## src/rtl/pc_updater.sv

```systemverilog
// Program counter and next-PC selection for the single-cycle RV32I core.
// Optional macro PC_UPDATER_MISALIGN_TRAP_EN freezes pc on a misaligned target and raises a sticky trap.
module pc_updater #(
    parameter logic [31:0] RESET_PC = 32'h0000_0000
) (
    input  logic        clk,
    input  logic        rst_n,
    input  logic [3:0]  t,
    input  logic [31:0] imm,
    input  logic [31:0] r,
    output logic [31:0] pc,
    output logic [31:0] pc_plus4,
`ifdef PC_UPDATER_MISALIGN_TRAP_EN
    output logic        trap,
`endif
    output logic        misaligned
);

    localparam logic [3:0] T_BRANCH = 4'd6;
    localparam logic [3:0] T_JALR   = 4'd7;
    localparam logic [3:0] T_JAL    = 4'd8;

    logic [31:0] pc_q, pc_d;
    logic [31:0] target;
    logic        taken;

    assign pc       = pc_q;
    assign pc_plus4 = pc_q + 32'd4;

    // Only taken control transfers produce a target; everything else falls through to pc + 4.
    always_comb begin
        taken  = 1'b0;
        target = pc_q + 32'd4;
        case (t)
            T_BRANCH: begin
                if (r != 32'd0) begin
                    taken  = 1'b1;
                    target = pc_q + imm;
                end
            end
            T_JALR: begin
                taken  = 1'b1;
                target = (r + imm) & 32'hFFFF_FFFE;
            end
            T_JAL: begin
                taken  = 1'b1;
                target = pc_q + imm;
            end
            default: ;
        endcase
    end

    assign misaligned = taken && (target[1:0] != 2'b00);

`ifdef PC_UPDATER_MISALIGN_TRAP_EN
    logic trap_q, trap_d;

    assign trap = trap_q;

    always_comb begin
        trap_d = trap_q | misaligned;
        pc_d   = (trap_q || misaligned) ? pc_q : target;
    end

    always_ff @(posedge clk or negedge rst_n) begin
        if (!rst_n) begin
            pc_q   <= RESET_PC;
            trap_q <= 1'b0;
        end else begin
            pc_q   <= pc_d;
            trap_q <= trap_d;
        end
    end
`else
    assign pc_d = target;

    always_ff @(posedge clk or negedge rst_n) begin
        if (!rst_n) begin
            pc_q <= RESET_PC;
        end else begin
            pc_q <= pc_d;
        end
    end
`endif

endmodule

```

## config.mk

```make
export PLATFORM = sky130hd
export DESIGN_NAME = pc_updater
export DESIGN_NICKNAME = d
export VERILOG_FILES = /design/src/rtl/pc_updater.sv
export SDC_FILE = /design/constraint.sdc
export NUM_CORES = 1
export LEC_CHECK = 0
export CORE_ASPECT_RATIO = 0.75
export CORE_MARGIN = 2
export CORE_UTILIZATION = 40
export DETAILED_ROUTE_END_ITERATION = 6
export MAX_ROUTING_LAYER = met4
export PLACE_DENSITY = 0.73
export SYNTH_ARGS = -nofsm -noshare
export SYNTH_HDL_FRONTEND = slang
export SYNTH_SLANG_ARGS = --single-unit
```

## constraint.sdc

```tcl
create_clock -name clk -period 3.5 [get_ports clk]
set_input_delay 0.7 -clock clk [delete_from_list [all_inputs] [get_ports clk]]
set_output_delay 0.7 -clock clk [all_outputs]
set_load 0.01 [all_outputs]
```

==> results.yml <==
run_status:
  run_status: "finished, final reports clean"
logic_synthesis:
  synthArstFlopShare_pct: 100
  ys_warn_count: 0
  syn_inst: 655
  yosysUniqueCellTypes: 79
  ys_ff_latch: 32
  yosysTopAreaCell: "dfrtp_1"
  synth_area_leaders: "dfrtp_1, ha_1, xnor2_1"
  synth-edff-count: 0
  synth_nets: 789
  synth_area_per_cell_um2: 7.91
  seq_area_frac_synth_pct: 15.5
  yosysMostFrequentCell: "ha_1"
  synthesis.area_um2: 5180
  synthFlopType: "dfrtp_1"
  synth_top_area_share_pct: 15.5
  synth_top_cells_by_count: "ha_1, nand2_1, a21oi_1"
cells_and_area:
  area_delta_synth_final_pct: 54.3
  finalNetCount: 1050
  drive_gt1_share_pct: 21.7
  fillers: 1062
  stdcell_count: 1083
  insertedDiodeCount: 0
  largest_register_ffs: 32
  fin_area_um2: 8000
  utilization_pct: 64.1
grt:
  antenna_found_initial: 0
  grt_pass1_vias: 6144
  grt_overflow_total: 0
  grt_start_max_net_pins: 33
  track_usage_pct: 30.2
  grt_pass1_wl_mm: 31.8
worst_setup_path:
  r2r_setup_slack_ns: 0.53
  criticalPathCategory: "in2out"
  cp_max_fo: 4
  timing.rr.end: "pc[25]"
  crit_path_end_kind: "primary output"
  rr_startpoint: "pc[7]"
  startpoint: "r[30]"
  rr_worst_depth: 11
  required_ns: 2.80
  crit_arrival_ns: 2.75
  start_kind: "input pin"
  crit_path_end: "misaligned"
cts:
  cts_sinks: 32
  cts_tree: "built"
  clock_latency_ns: 0.29
  clk_pin_slew_worst_paths_ns: 0.06
  root_buffer: "clkbuf_16"
  htreeDepth: 2
  cts_buffers: 5
  clockBufferDepth: 2
  ctsHoldBuffers: 0
drt:
  vias_per_cell: 5.87
  drtIter0Drc: 523
  totalWireLength_mm: 20.6
  remaining_drc_errors: 0
  ant_nets: 0
  routedWlPerCell_um: 19.0
  dr_total_vias: 6359
  drt_pass1_iterations: 6
placement:
  place_hpwl_mm: 16.2
  port_buffers: 134
  dp.cells: 1061
  globalplace.congestion: 0.992
  place_area_um2: 7600
min_path:
  hold_start: "pc[0]"
  min_path_type: "reg2reg"
sta:
  fmax_mhz: 290
  finalSetupViolCount: 0
  finalHoldViolations: 0
  fin_worst_skew_ns: 0.00777
  setup_tns_ns: 0
  holdWs_ns: 0.615
  worstMarginPinSlew_ns: 0.527
  slew_viol_final: 0
  rsz0062_at_grt: "true"
  slew-limit-headroom_pct: 64.9
  min_period_over_period_pct: 98.7
  finalWorstPathRequiredPeriod_ns: 3.45
power:
  p_leak_nw: 3.66
  p_per_area_nw_per_um2: 670
  ir_worst_vdd_mv: 0.348
floorplan:
  pin_count: 135
  num_rows: 35
  dieWidth_um: 135
  die_y_um: 103
  initial_utilization_pct: 41.5
  die_area_um2: 13900
  core_area_um2: 12500
job:
  maxCapViolCount: 0
-- how the worst min path moves through the flow --
stage / end / depth (start not counted)
6_report: pc[0] / 1
5_1_grt: pc[0] / 1
4_1_cts: pc[0] / 1
3_5_place_dp: pc[0] / 1
3_3_place_gp: pc[0] / 1
2_1_floorplan: pc[0] / 0
-- cells in the final DEF, fill, tap and decap left out, drive strengths merged, types with 5 or more instances in the layout --
cell           netlist  layout
and3                15      15
xor2                38      38
nor4                11      11
xnor2               45      45
clkbuf              16       9
a211oi               6       6
nor3                10      10
inv                 17      17
a21o                32      32
ha                  62      62
o21a                 9       9
dlymetal6s2s         0       5
nor2                34      34
nand3               20      20
o221ai               9       9
a21oi               60      60
dfrtp               32      32
o211ai               5       5
nand4               10      10
clkdlybuf4s50        0     126
nand2b              13      13
buf                  5     141
a22oi               15      15
o21ai               53      53
nand2               60      60
-- timing repair --
| action | 4_1_cts | 5_1_grt |
|---|---|---|
| pin swaps | 7 | 16 |
| setup buffers | 5 | 9 |
| resized for setup | 15 | 28 |
| setup endpoints to repair | 8 | 21 |
-- layer usage --
layer,vias to the layer above,part of all wire [%],global-route usage [%]
met1,2988,47,43.0
met2,332,41,43.4
met5,-,0,-
li1,3007,-,-
met3,32,10,7.23
met4,0,1.7,6.49
-- metrics by stage --
step	power, W	setup WS [ns]
after floorplan	0.00292	0.661
after global placement	0.00462	-0.267
after detailed placement	0.00469	-0.415
after CTS	0.00520	-0.0808
after global routing	0.00574	-0.0424
final	0.00536	0.0459
-- worst max-delay path, stage by stage --
cell and delay (ns):
clkdlybuf4s50_1 0.45, nor4_2 0.36, buf_4 0.16, nand4_1 0.14, nor3_2 0.23, o22a_1 0.23, nand2_1 0.07, o221ai_1 0.10
o21a_1 0.19, clkbuf_2 0.13
-- report_power, final --
group	switching (W)	internal, W
registers	0.000256	0.000548
clock network	0.000184	0.000284
logic	0.00200	0.00208
-- cells by family after synthesis --
kind of cell	share of synthesized area, %
xor gates and xnor gates	14.0
muxes	0.386
AOI/OAI and AO/OA	31.2
buffers and inverters	2.97
DFF	15.5
and+or+nand+nor	20.2
adders and majority gates	15.7
-- layout make-up --
type	count	area (um^2)	share of cell area [%]
clock buffer	8	146	1.83
inverter	17	63.8	0.798
multi-input combinational	585	4350	54.4
sequential	32	807	10.1
tap	166	208	2.60
timing repair buffer	275	2420	30.2
Power figures use the tool's default switching activity.
